<file path="src/rtl/dbg_icb_arbiter_pkg.sv">
// Shared types and constants for the debug-module ICB arbiter.
package dbg_icb_pkg;

    // Arbiter phases; ERR is only reachable with DBG_ICB_ARB_TIMEOUT_EN.
    typedef enum logic [1:0] {
        IDLE = 2'd0,
        CMD  = 2'd1,
        RSP  = 2'd2,
        ERR  = 2'd3
    } state_e;

    // Read data returned on a synthesised (watchdog) error response.
    localparam logic [31:0] ERR_RDATA = 32'hDEAD_BEEF;

    // Largest supported requester count and the index width it needs.
    localparam int unsigned MAX_REQ = 8;
    localparam int unsigned GRANT_W = $clog2(MAX_REQ);
    typedef logic [GRANT_W-1:0] grant_t;

endpackage

</file>
<file path="src/rtl/dbg_icb_arbiter_if.sv">
// ICB bundle between the requesters, the arbiter and the debug module.
// "slave" is the arbiter's view; "master" is the environment's view.
interface dbg_icb_arbiter_if #(
    parameter int unsigned REQ_NUM = 2,
    parameter int unsigned ADDR_W  = 12,
    parameter int unsigned DATA_W  = 32
);
    logic [REQ_NUM-1:0]        s_cmd_valid;
    logic [REQ_NUM-1:0]        s_cmd_ready;
    logic [REQ_NUM*ADDR_W-1:0] s_cmd_addr;
    logic [REQ_NUM-1:0]        s_cmd_read;
    logic [REQ_NUM*DATA_W-1:0] s_cmd_wdata;
    logic [REQ_NUM-1:0]        s_rsp_valid;
    logic [REQ_NUM-1:0]        s_rsp_ready;
    logic [DATA_W-1:0]         s_rsp_rdata;
    logic                      s_rsp_err;
    logic                      m_cmd_valid;
    logic                      m_cmd_ready;
    logic [ADDR_W-1:0]         m_cmd_addr;
    logic                      m_cmd_read;
    logic [DATA_W-1:0]         m_cmd_wdata;
    logic                      m_rsp_valid;
    logic                      m_rsp_ready;
    logic [DATA_W-1:0]         m_rsp_rdata;

    modport slave (
        input  s_cmd_valid, s_cmd_addr, s_cmd_read, s_cmd_wdata, s_rsp_ready,
        input  m_cmd_ready, m_rsp_valid, m_rsp_rdata,
        output s_cmd_ready, s_rsp_valid, s_rsp_rdata, s_rsp_err,
        output m_cmd_valid, m_cmd_addr, m_cmd_read, m_cmd_wdata, m_rsp_ready
    );

    modport master (
        output s_cmd_valid, s_cmd_addr, s_cmd_read, s_cmd_wdata, s_rsp_ready,
        output m_cmd_ready, m_rsp_valid, m_rsp_rdata,
        input  s_cmd_ready, s_rsp_valid, s_rsp_rdata, s_rsp_err,
        input  m_cmd_valid, m_cmd_addr, m_cmd_read, m_cmd_wdata, m_rsp_ready
    );
endinterface

</file>
<file path="src/rtl/dbg_icb_arbiter_rr_pick.sv">
// Combinational round-robin search: first set request bit at or above ptr_i, with wrap.
module dbg_rr_pick #(
    parameter int unsigned REQ_NUM = 2,
    localparam int unsigned IdxW   = $clog2(REQ_NUM)
) (
    input  logic [REQ_NUM-1:0] req_i,
    input  logic [IdxW-1:0]    ptr_i,
    output logic               any_o,
    output logic [IdxW-1:0]    idx_o
);

    // Scan from the farthest offset down so the nearest one to ptr_i wins.
    always_comb begin
        any_o = |req_i;
        idx_o = '0;
        for (int k = int'(REQ_NUM) - 1; k >= 0; k--) begin
            if (req_i[(int'(ptr_i) + k) % int'(REQ_NUM)]) begin
                idx_o = IdxW'((int'(ptr_i) + k) % int'(REQ_NUM));
            end
        end
    end

endmodule

</file>
<file path="src/rtl/dbg_icb_arbiter.sv">
// Round-robin arbiter sharing the debug module's ICB slave port between REQ_NUM masters.
// One command in flight at a time, since the debug module answers in order without IDs.
// Optional response watchdog: define DBG_ICB_ARB_TIMEOUT_EN.
module dbg_icb_arbiter
    import dbg_icb_pkg::*;
#(
    parameter int unsigned REQ_NUM     = 2,
    parameter int unsigned ADDR_W      = 12,
    parameter int unsigned DATA_W      = 32,
    parameter int unsigned TIMEOUT_CYC = 255
) (
    input  logic                       hfclk,
    input  logic                       corerst_n,
    dbg_icb_arbiter_if.slave           bus,
    output logic                       busy,
    output logic [$clog2(REQ_NUM)-1:0] grant_idx
);

    localparam int unsigned IdxW = $clog2(REQ_NUM);

    state_e          state_q, state_d;
    logic [IdxW-1:0] rr_ptr_q, rr_ptr_d;
    logic [IdxW-1:0] grant_idx_q, grant_idx_d;
    logic [IdxW-1:0] grant_next;
    logic [IdxW-1:0] pick_idx;
    logic            pick_any;
    logic            rsp_hs;
    logic            grant_block;

    dbg_rr_pick #(
        .REQ_NUM (REQ_NUM)
    ) u_pick (
        .req_i (bus.s_cmd_valid),
        .ptr_i (rr_ptr_q),
        .any_o (pick_any),
        .idx_o (pick_idx)
    );

    assign grant_next = (grant_idx_q == IdxW'(REQ_NUM - 1)) ? '0 : grant_idx_q + 1'b1;
    assign rsp_hs     = bus.m_rsp_valid & bus.s_rsp_ready[grant_idx_q];

`ifdef DBG_ICB_ARB_TIMEOUT_EN
    localparam int unsigned CntW = $clog2(TIMEOUT_CYC + 1);

    logic [CntW-1:0] cnt_q, cnt_d;
    logic            drop_pending_q, drop_pending_d;
    logic            cnt_done;

    assign cnt_done    = (cnt_q + 1'b1) == CntW'(TIMEOUT_CYC);
    assign grant_block = drop_pending_q;
`else
    logic unused_cfg;
    assign unused_cfg  = (TIMEOUT_CYC == 0);
    assign grant_block = 1'b0;
`endif

    // Next-state: grant selection, handshake tracking and round-robin pointer advance.
    always_comb begin
        state_d     = state_q;
        rr_ptr_d    = rr_ptr_q;
        grant_idx_d = grant_idx_q;
`ifdef DBG_ICB_ARB_TIMEOUT_EN
        cnt_d          = cnt_q;
        drop_pending_d = drop_pending_q;
`endif
        unique case (state_q)
            IDLE: begin
`ifdef DBG_ICB_ARB_TIMEOUT_EN
                // Sink the late response of a timed-out command, or give up waiting for it.
                if (drop_pending_q) begin
                    if (bus.m_rsp_valid || cnt_done) begin
                        drop_pending_d = 1'b0;
                        cnt_d          = '0;
                    end else begin
                        cnt_d = cnt_q + 1'b1;
                    end
                end
`endif
                if (pick_any && !grant_block) begin
                    grant_idx_d = pick_idx;
                    state_d     = CMD;
                end
            end
            CMD: begin
                if (bus.m_cmd_ready) begin
                    state_d = RSP;
`ifdef DBG_ICB_ARB_TIMEOUT_EN
                    cnt_d = '0;
`endif
                end
            end
            RSP: begin
                if (rsp_hs) begin
                    rr_ptr_d = grant_next;
                    state_d  = IDLE;
                end
`ifdef DBG_ICB_ARB_TIMEOUT_EN
                else if (!bus.m_rsp_valid) begin
                    if (cnt_done) begin
                        state_d = ERR;
                    end else begin
                        cnt_d = cnt_q + 1'b1;
                    end
                end
`endif
            end
            ERR: begin
`ifdef DBG_ICB_ARB_TIMEOUT_EN
                if (bus.s_rsp_ready[grant_idx_q]) begin
                    rr_ptr_d       = grant_next;
                    state_d        = IDLE;
                    drop_pending_d = 1'b1;
                    cnt_d          = '0;
                end
`else
                state_d = IDLE;
`endif
            end
            default: state_d = IDLE;
        endcase
    end

    // State registers; an async reset drops any transaction in flight.
    always_ff @(posedge hfclk or negedge corerst_n) begin
        if (!corerst_n) begin
            state_q     <= IDLE;
            rr_ptr_q    <= '0;
            grant_idx_q <= '0;
`ifdef DBG_ICB_ARB_TIMEOUT_EN
            cnt_q          <= '0;
            drop_pending_q <= 1'b0;
`endif
        end else begin
            state_q     <= state_d;
            rr_ptr_q    <= rr_ptr_d;
            grant_idx_q <= grant_idx_d;
`ifdef DBG_ICB_ARB_TIMEOUT_EN
            cnt_q          <= cnt_d;
            drop_pending_q <= drop_pending_d;
`endif
        end
    end

    // Output steering: only the granted requester sees ready/valid.
    always_comb begin
        bus.m_cmd_valid = 1'b0;
        bus.m_cmd_addr  = bus.s_cmd_addr[ADDR_W*grant_idx_q +: ADDR_W];
        bus.m_cmd_read  = bus.s_cmd_read[grant_idx_q];
        bus.m_cmd_wdata = bus.s_cmd_wdata[DATA_W*grant_idx_q +: DATA_W];
        bus.s_cmd_ready = '0;
        bus.s_rsp_valid = '0;
        bus.s_rsp_rdata = bus.m_rsp_rdata;
        bus.s_rsp_err   = 1'b0;
        bus.m_rsp_ready = 1'b0;
        unique case (state_q)
            IDLE: begin
`ifdef DBG_ICB_ARB_TIMEOUT_EN
                bus.m_rsp_ready = drop_pending_q;
`endif
            end
            CMD: begin
                bus.m_cmd_valid              = 1'b1;
                bus.s_cmd_ready[grant_idx_q] = bus.m_cmd_ready;
            end
            RSP: begin
                bus.s_rsp_valid[grant_idx_q] = bus.m_rsp_valid;
                bus.m_rsp_ready              = bus.s_rsp_ready[grant_idx_q];
            end
            ERR: begin
`ifdef DBG_ICB_ARB_TIMEOUT_EN
                bus.s_rsp_valid[grant_idx_q] = 1'b1;
                bus.s_rsp_rdata              = DATA_W'(ERR_RDATA);
                bus.s_rsp_err                = 1'b1;
`endif
            end
            default: ;
        endcase
    end

    assign busy      = (state_q != IDLE);
    assign grant_idx = grant_idx_q;

endmodule

</file>
<file path="src/flat_wrapper.sv">
// flat-port wrapper written by rule: the top's interface ports become plain ports
module dbg_icb_arbiter_flat import dbg_icb_pkg::*;
#(
    parameter int unsigned REQ_NUM     = 2,
    parameter int unsigned ADDR_W      = 12,
    parameter int unsigned DATA_W      = 32,
    parameter int unsigned TIMEOUT_CYC = 255
)
  (hfclk, corerst_n, busy, grant_idx, bus_s_cmd_valid, bus_s_cmd_addr, bus_s_cmd_read, bus_s_cmd_wdata, bus_s_rsp_ready, bus_m_cmd_ready, bus_m_rsp_valid, bus_m_rsp_rdata, bus_s_cmd_ready, bus_s_rsp_valid, bus_s_rsp_rdata, bus_s_rsp_err, bus_m_cmd_valid, bus_m_cmd_addr, bus_m_cmd_read, bus_m_cmd_wdata, bus_m_rsp_ready);
  dbg_icb_arbiter_if #(.REQ_NUM(REQ_NUM), .ADDR_W(ADDR_W), .DATA_W(DATA_W)) bus_i ();
  input  logic hfclk;
  input  logic corerst_n;
  output logic busy;
  output logic [$clog2(REQ_NUM)-1:0] grant_idx;
  input wire logic [$bits(bus_i.s_cmd_valid)-1:0] bus_s_cmd_valid;
  input wire logic [$bits(bus_i.s_cmd_addr)-1:0] bus_s_cmd_addr;
  input wire logic [$bits(bus_i.s_cmd_read)-1:0] bus_s_cmd_read;
  input wire logic [$bits(bus_i.s_cmd_wdata)-1:0] bus_s_cmd_wdata;
  input wire logic [$bits(bus_i.s_rsp_ready)-1:0] bus_s_rsp_ready;
  input wire logic [$bits(bus_i.m_cmd_ready)-1:0] bus_m_cmd_ready;
  input wire logic [$bits(bus_i.m_rsp_valid)-1:0] bus_m_rsp_valid;
  input wire logic [$bits(bus_i.m_rsp_rdata)-1:0] bus_m_rsp_rdata;
  output wire logic [$bits(bus_i.s_cmd_ready)-1:0] bus_s_cmd_ready;
  output wire logic [$bits(bus_i.s_rsp_valid)-1:0] bus_s_rsp_valid;
  output wire logic [$bits(bus_i.s_rsp_rdata)-1:0] bus_s_rsp_rdata;
  output wire logic [$bits(bus_i.s_rsp_err)-1:0] bus_s_rsp_err;
  output wire logic [$bits(bus_i.m_cmd_valid)-1:0] bus_m_cmd_valid;
  output wire logic [$bits(bus_i.m_cmd_addr)-1:0] bus_m_cmd_addr;
  output wire logic [$bits(bus_i.m_cmd_read)-1:0] bus_m_cmd_read;
  output wire logic [$bits(bus_i.m_cmd_wdata)-1:0] bus_m_cmd_wdata;
  output wire logic [$bits(bus_i.m_rsp_ready)-1:0] bus_m_rsp_ready;
  assign bus_i.s_cmd_valid = bus_s_cmd_valid;
  assign bus_i.s_cmd_addr = bus_s_cmd_addr;
  assign bus_i.s_cmd_read = bus_s_cmd_read;
  assign bus_i.s_cmd_wdata = bus_s_cmd_wdata;
  assign bus_i.s_rsp_ready = bus_s_rsp_ready;
  assign bus_i.m_cmd_ready = bus_m_cmd_ready;
  assign bus_i.m_rsp_valid = bus_m_rsp_valid;
  assign bus_i.m_rsp_rdata = bus_m_rsp_rdata;
  assign bus_s_cmd_ready = bus_i.s_cmd_ready;
  assign bus_s_rsp_valid = bus_i.s_rsp_valid;
  assign bus_s_rsp_rdata = bus_i.s_rsp_rdata;
  assign bus_s_rsp_err = bus_i.s_rsp_err;
  assign bus_m_cmd_valid = bus_i.m_cmd_valid;
  assign bus_m_cmd_addr = bus_i.m_cmd_addr;
  assign bus_m_cmd_read = bus_i.m_cmd_read;
  assign bus_m_cmd_wdata = bus_i.m_cmd_wdata;
  assign bus_m_rsp_ready = bus_i.m_rsp_ready;
  dbg_icb_arbiter #(.REQ_NUM(REQ_NUM), .ADDR_W(ADDR_W), .DATA_W(DATA_W), .TIMEOUT_CYC(TIMEOUT_CYC)) u_core (.hfclk(hfclk), .corerst_n(corerst_n), .bus(bus_i), .busy(busy), .grant_idx(grant_idx));
endmodule
</file>
<file path="config.mk">
export PLATFORM = sky130hd
export DESIGN_NAME = dbg_icb_arbiter_flat
export DESIGN_NICKNAME = d
export VERILOG_FILES = /design/src/rtl/dbg_icb_arbiter_pkg.sv /design/src/rtl/dbg_icb_arbiter_if.sv /design/src/rtl/dbg_icb_arbiter_rr_pick.sv /design/src/rtl/dbg_icb_arbiter.sv /design/src/flat_wrapper.sv
export SDC_FILE = /design/constraint.sdc
export NUM_CORES = 1
export LEC_CHECK = 0
export CORE_AREA = 2 2 85 87
export CTS_CLUSTER_SIZE = 20
export DETAILED_ROUTE_END_ITERATION = 10
export DIE_AREA = 0 0 87 89
export GPL_TIMING_DRIVEN = 1
export PLACE_DENSITY = 0.82
export SYNTH_ARGS = -nofsm -noshare
export SYNTH_HDL_FRONTEND = slang
export SYNTH_SLANG_ARGS = --single-unit
export TNS_END_PERCENT = 5
</file>
<file path="constraint.sdc">
create_clock -name hfclk -period 1.1 [get_ports hfclk]
set_input_delay 0.22 -clock hfclk [delete_from_list [all_inputs] [get_ports hfclk]]
set_output_delay 0.22 -clock hfclk [all_outputs]
set_load 0.02 [all_outputs]
</file>
==> results.ini, run 1 <==
[run_status]
status=finished with violations
violations=negative setup slack

[floorplan]
die_width_um=87
die_area_um2=7740
core_area_um2=6720
pin_count=216
die_y_um=89
start_util_pct=15.7
num_rows=30

[sta]
holdWs_ns=0.200
period_share_pct=146
rsz0062_at_grt=yes
clock_skew_ns=0.00850
max_freq_ghz=0.623
setup_slack_ns=-0.505
drv_slew=0
setup_viol=55
hold_viol_final=0
min_period_ns=1.60

[placement]
dp.cells=310
place.gp.congestion=0.630
dp_hpwl_mm=3.60
port_buffers=150

[power]
vdd_drop_max_mv=1.00
power_mw=6.14
p_leak_nw=1.29
power_per_cell_area_nw_per_um2=2150

[synthesis]
ys_seq_elements=4
synth_top_area_share_pct=47.9
synth_top_area_cell=mux2_2
synth.area.top_cells=mux2_2, buf_4, dfrtp_1
ys_seq_area_share_pct=9.47
ys_warn_count=0
syn_area_per_cell_um2=9.52
synth_cells=111
synth_nets=241
ys_types=20
netlist_area_um2=1060

[finish]
multi_input_area_um2=805
drive_gt1_share_pct=53.1
final_nets=374
final_cells=323
antenna_cells=0
fillCellCount=672
area_growth_syn_to_layout_pct=170
area.sequential_um2=103
utilization_pct=42.5

[clock_tree]
worstSkewPairLatency_ns=0.22
htree_levels=1
hold_buffers=0
path_clk_slew_ns=0.04
clock_sinks=4
clock_path_buffers=2
cts_tree=done
clockRootBuffer=clkbuf_8
cts_buffers=3

[setup_path]
endpoint_kind=output port
crit_type=register to output port
worstRegToRegCells=6
start_kind=register
rrSetupSlack_ns=-0.22
crit_required_ns=0.88
crit_path_max_fanout=8
cp.arrival_ns=1.38
rr_endpoint=u_core.rr_ptr_q
reg2reg_from=u_core.grant_idx

[route]
post_drt_wl_per_cell_um=14.4
drc=0
firstDrtPassIters=3
antenna_left=0
routed_via_density=4.08
first_iter_violations=19
wirelength_mm=4.65
vias=1319

[global_route]
grtUsageMet2_pct=20.7
grt_max_degree=12
met1_usage_pct=10.3
grt_overflow=0
antenna_found_initial=0
grt_pass1_vias=1293
grt_first_pass_wirelength_mm=6.42
top_usage_layer=met2
grt.met3_usage_pct=3.69
track_usage_pct=10.7

[hold_path]
hold_path.class=input port to asynchronous set/reset pin

[run]
cap_violations=0

[cell usage after synthesis]
master    number
o31ai_1        1
nor2_1         6
o21ai_0        1
nand2b_1       1
nand2_1        2
clkbuf_8       5
a211oi_1       1
mux2_2        45
nor2b_1        2
buf_6          1
a31oi_1        1
mux2i_2        1
o21ai_1        1
conb_1         1
a21oi_1        1
dfrtp_1        4
nand3b_1       1
buf_4         33
nor3_1         1
inv_1          2
[layer usage]
layer | share of wire [%] | up-vias | routed length (um)
met5 | 0 | - | 0
li1 | - | 620 | -
met2 | 52 | 101 | 2430
met1 | 32 | 584 | 1470
met3 | 14 | 14 | 656
met4 | 2.0 | 0 | 95
[cell type report]
class                           count  area share [%]
Clock buffer                        4            1.58
Inverter                            2           0.351
Multi-Input combinational cell     66            28.2
Sequential cell                     4            3.60
Tap cell                           80            3.51
Timing Repair Buffer              167            62.8
[worst max path at each step]
stage,start,endpoint,slack (ns)
floorplan,u_core.grant_idx,bus_m_cmd_addr[0],-0.21
global placement,bus_m_cmd_ready,bus_s_cmd_ready[0],-0.66
detailed placement,bus_m_rsp_valid,bus_s_rsp_valid[1],-0.70
CTS,u_core.grant_idx,bus_m_cmd_wdata[14],-0.52
global route,u_core.grant_idx,bus_m_cmd_wdata[25],-0.54
finish,u_core.grant_idx,bus_m_cmd_addr[10],-0.50
[kinds of logic (layout without fill, tap and decap cells)]
group | after synthesis | in the layout | share of synthesized area [%]
other | 1 | 1 | 0.355
AND/OR/NAND/NOR | 13 | 13 | 5.80
flip-flops | 4 | 4 | 9.47
buffers and inverters | 41 | 173 | 31.7
multiplexers | 46 | 46 | 49.2
AO/OA/AOI/OAI | 6 | 6 | 3.43
[state kept, by name, indices dropped and copies added (netlist names)]
name and flops:
u_core.state_q 2, u_core.rr_ptr_q 1, u_core.grant_idx 1
[stage by stage]
stage	cell area [um2]	worst slack [ns]	TNS (ns)
6_report	2850	-0.505	-24.82
2_1_floorplan	1230	-0.210	-10.12
5_1_grt	2850	-0.540	-27.04
3_3_place_gp	2580	-0.660	-31.69
3_5_place_dp	2580	-0.698	-32.34
4_1_cts	2810	-0.517	-25.49
[cell usage in the layout (no fill, tap or decap), types with 2 or more instances in the layout]
master / n
o21ai_1: 2
buf_6: 49
nor2_2: 3
dfrtp_2: 2
clkbuf_8: 3
mux2_4: 40
clkdlybuf4s50_1: 97
dfrtp_1: 2
buf_16: 5
nor2_4: 2
mux2_2: 5
buf_2: 6
buf_4: 8
buf_12: 2
[power breakdown]
| group | leakage (nW) | switching (mW) | internal [mW] |
|---|---|---|---|
| combinational | 1.22 | 2.21 | 3.28 |
| clock | 0.0228 | 0.0895 | 0.249 |
| sequential | 0.0465 | 0.0823 | 0.225 |
| total | 1.29 | 2.39 | 3.76 |
[what timing repair did]
| item | in CTS | in global routing |
|---|---|---|
| setup endpoints to repair | 55 | 56 |
| cloned | 5 | 0 |
| setup buffers | 4 | 0 |
| gates resized for setup | 306 | 13 |
[worst max-delay path: stages, from the launching register on]
cell and delay (ns):
dfrtp_2 0.43, buf_6 0.14, buf_12 0.14, mux2_4 0.31, buf_6 0.13
Power figures use the tool's default switching activity.
==> run 2, diff against run 1 <==
GPL_ROUTABILITY_DRIVEN = 0   (was default)
==> results of run 2 <==
The final DEF is identical to that of run 1; final timing and power are the same.
==> run 3, diff against run 2 <==
TNS_END_PERCENT = 100   (was 5)
==> run 3 against run 2 <==
Flip-flop and latch count unchanged; worst setup slack got worse by 0.019 ns; first-iteration DRC count decreased by 63%; largest power group unchanged; the run still ends with negative setup slack left; power decreased by 1.0%; fmax decreased by 1.2%.
==> results.ini, run 3 (synthesized netlist as in run 1, its figures left out) <==
[hold_path]
hold_path.class=input port to asynchronous set/reset pin

[clock_tree]
clock_sinks=4  ; unchanged
worstSkewPairLatency_ns=0.22  ; about the same
cts_buffers=3  ; unchanged
htree_levels=1  ; unchanged
cts_tree=done
clockRootBuffer=clkbuf_8
clock_path_buffers=2  ; unchanged
path_clk_slew_ns=0.03  ; about the same

[sta]
rsz0062_at_grt=yes
hold_viol_final=0  ; unchanged
min_period_ns=1.62  ; +0.0194 ns
setup_tns_ns=-23.52  ; +1.30 ns
setup_viol=55  ; unchanged
setup_slack_ns=-0.524  ; -0.0194 ns
holdWs_ns=0.207  ; +0.00773 ns
clock_skew_ns=0.00163  ; -0.00687 ns
drv_slew=0  ; unchanged
max_freq_ghz=0.616  ; -1.2%
period_share_pct=148  ; +1.8 points

[route]
post_drt_wl_per_cell_um=15.5  ; +8.0%
antenna_left=0  ; unchanged
firstDrtPassIters=3  ; unchanged
routed_via_density=4.02  ; -1.4%
first_iter_violations=7  ; -12
wirelength_mm=5.04  ; +8.4%
vias=1304  ; -1.1%
drc=0  ; unchanged

[setup_path]
endpoint_kind=output port
path_buf_inv=3  ; unchanged
worstRegToRegCells=6  ; unchanged
cp.arrival_ns=1.40  ; +0.02 ns
start_kind=register
cpLargestDelayFamily=flip-flops
critPathMaxStageDelay_ns=0.45  ; +0.02 ns
crit_type=register to output port
cp_slowest_cell=dfrtp_2
crit_required_ns=0.88  ; about the same
rr_endpoint=u_core.rr_ptr_q
path_depth=4  ; unchanged
rrSetupSlack_ns=-0.24  ; -0.02 ns
crit_path_max_fanout=9  ; +1
reg2reg_from=u_core.grant_idx
path_cells=buf_4 > buf_12 > mux2_4 > buf_6

[power]
power_per_cell_area_nw_per_um2=2100  ; -2.5%
vdd_drop_max_mv=0.607  ; -39%
p_sw_share_pct=40.0  ; +1.2 points
p_leak_nw=1.30  ; +0.97%
intPower_mw=3.65  ; -3.0%
clkPwrFrac_pct=5.6  ; about the same
seq_power_share_pct=5.4  ; +0.4 points
pwr-share-comb_pct=89.0  ; -0.5 points
p_switching_mw=2.43  ; +2.1%

[placement]
dp_hpwl_mm=4.16  ; +16%
port_buffers=150  ; unchanged
pre_cts_ws_ns=-0.837  ; -0.140 ns
placed_area_um2=2600  ; +0.68%

[run_status]
status=finished with violations
violations=negative setup slack

[floorplan]
die_width_um=87  ; unchanged
num_rows=30  ; unchanged
pin_count=216  ; unchanged
core_area_um2=6720  ; unchanged
start_util_pct=15.7  ; unchanged
die_area_um2=7740  ; unchanged
die_y_um=89  ; unchanged

[finish]
final_nets=375  ; +0.27%
drive_gt1_share_pct=54.9  ; +1.8 points
stdcell_area_um2=2900  ; +1.5%
area_growth_syn_to_layout_pct=174
antenna_cells=0  ; unchanged
top_register=u_core.state_q
layout_common_cells=clkdlybuf4s50_1, buf_6, mux2_4
largest_reg_flops=2  ; unchanged
final_common_cell=clkdlybuf4s50_1

[global_route]
grt_first_pass_wirelength_mm=6.60  ; +2.8%
antenna_found_initial=0  ; unchanged
track_usage_pct=10.8  ; +0.13 points
grt_pass1_vias=1375  ; +6.3%
grt_overflow=0  ; unchanged
grt_max_degree=10  ; -2

[run]
cap_violations=0  ; unchanged

## run 3: per-layer routing
metal  up-vias  GRT usage [%]  part of all wire, %
met5         -              0                    0
met4         0           3.98                  1.1
li1        614              -                    -
met2        87           22.1                   56
met3         6           3.23                   12
met1       597           10.0                   31
## run 3: what timing repair did
item / CTS / global route
endpoints found under the hold margin: 0 / 0
buffers inserted: 5 / 7
hold buffers: 0 / 0
cloned: 1 / 0
pin swaps: 1 / 5
resized for setup: 356 / 8
setup endpoints to repair: 55 / 56
## run 3: worst max-delay path by stage
stage / slack, ns / startpoint / to
final: -0.52 / u_core.grant_idx / bus_m_cmd_wdata[24]
after global routing: -0.56 / u_core.grant_idx / bus_m_cmd_wdata[24]
after CTS: -0.56 / u_core.grant_idx / bus_m_cmd_wdata[7]
after detailed placement: -0.84 / bus_m_rsp_valid / bus_s_rsp_valid[0]
after global placement: -0.80 / bus_m_rsp_valid / bus_s_rsp_valid[0]
after floorplan: -0.21 / u_core.grant_idx / bus_m_cmd_addr[0]
## run 3: cell type report
type / instances / area [um2]
Tap cell: 80 / 100
Inverter: 2 / 15.0
Sequential cell: 4 / 103
Multi-Input combinational cell: 66 / 862
Timing Repair Buffer: 168 / 1770
Clock buffer: 4 / 45.0
Fill cell: 624 / 3820
## run 3: stage by stage
step	power, mW	utilization, %	cells
2_1_floorplan	3.25	-	111
3_3_place_gp	4.83	38.7	312
3_5_place_dp	4.87	38.7	312
4_1_cts	6.21	43.3	322
5_1_grt	6.37	43.1	324
6_report	6.08	43.1	324
## run 3: power by group through the flow
stage | Clock, mW | Sequential [mW] | Combinational [mW]
after floorplan | 0 | 0.307 | 2.94
after global placement | 0 | 0.325 | 4.50
after detailed placement | 0 | 0.327 | 4.55
after CTS | 0.347 | 0.359 | 5.51
after global routing | 0.351 | 0.344 | 5.68
final | 0.339 | 0.330 | 5.41
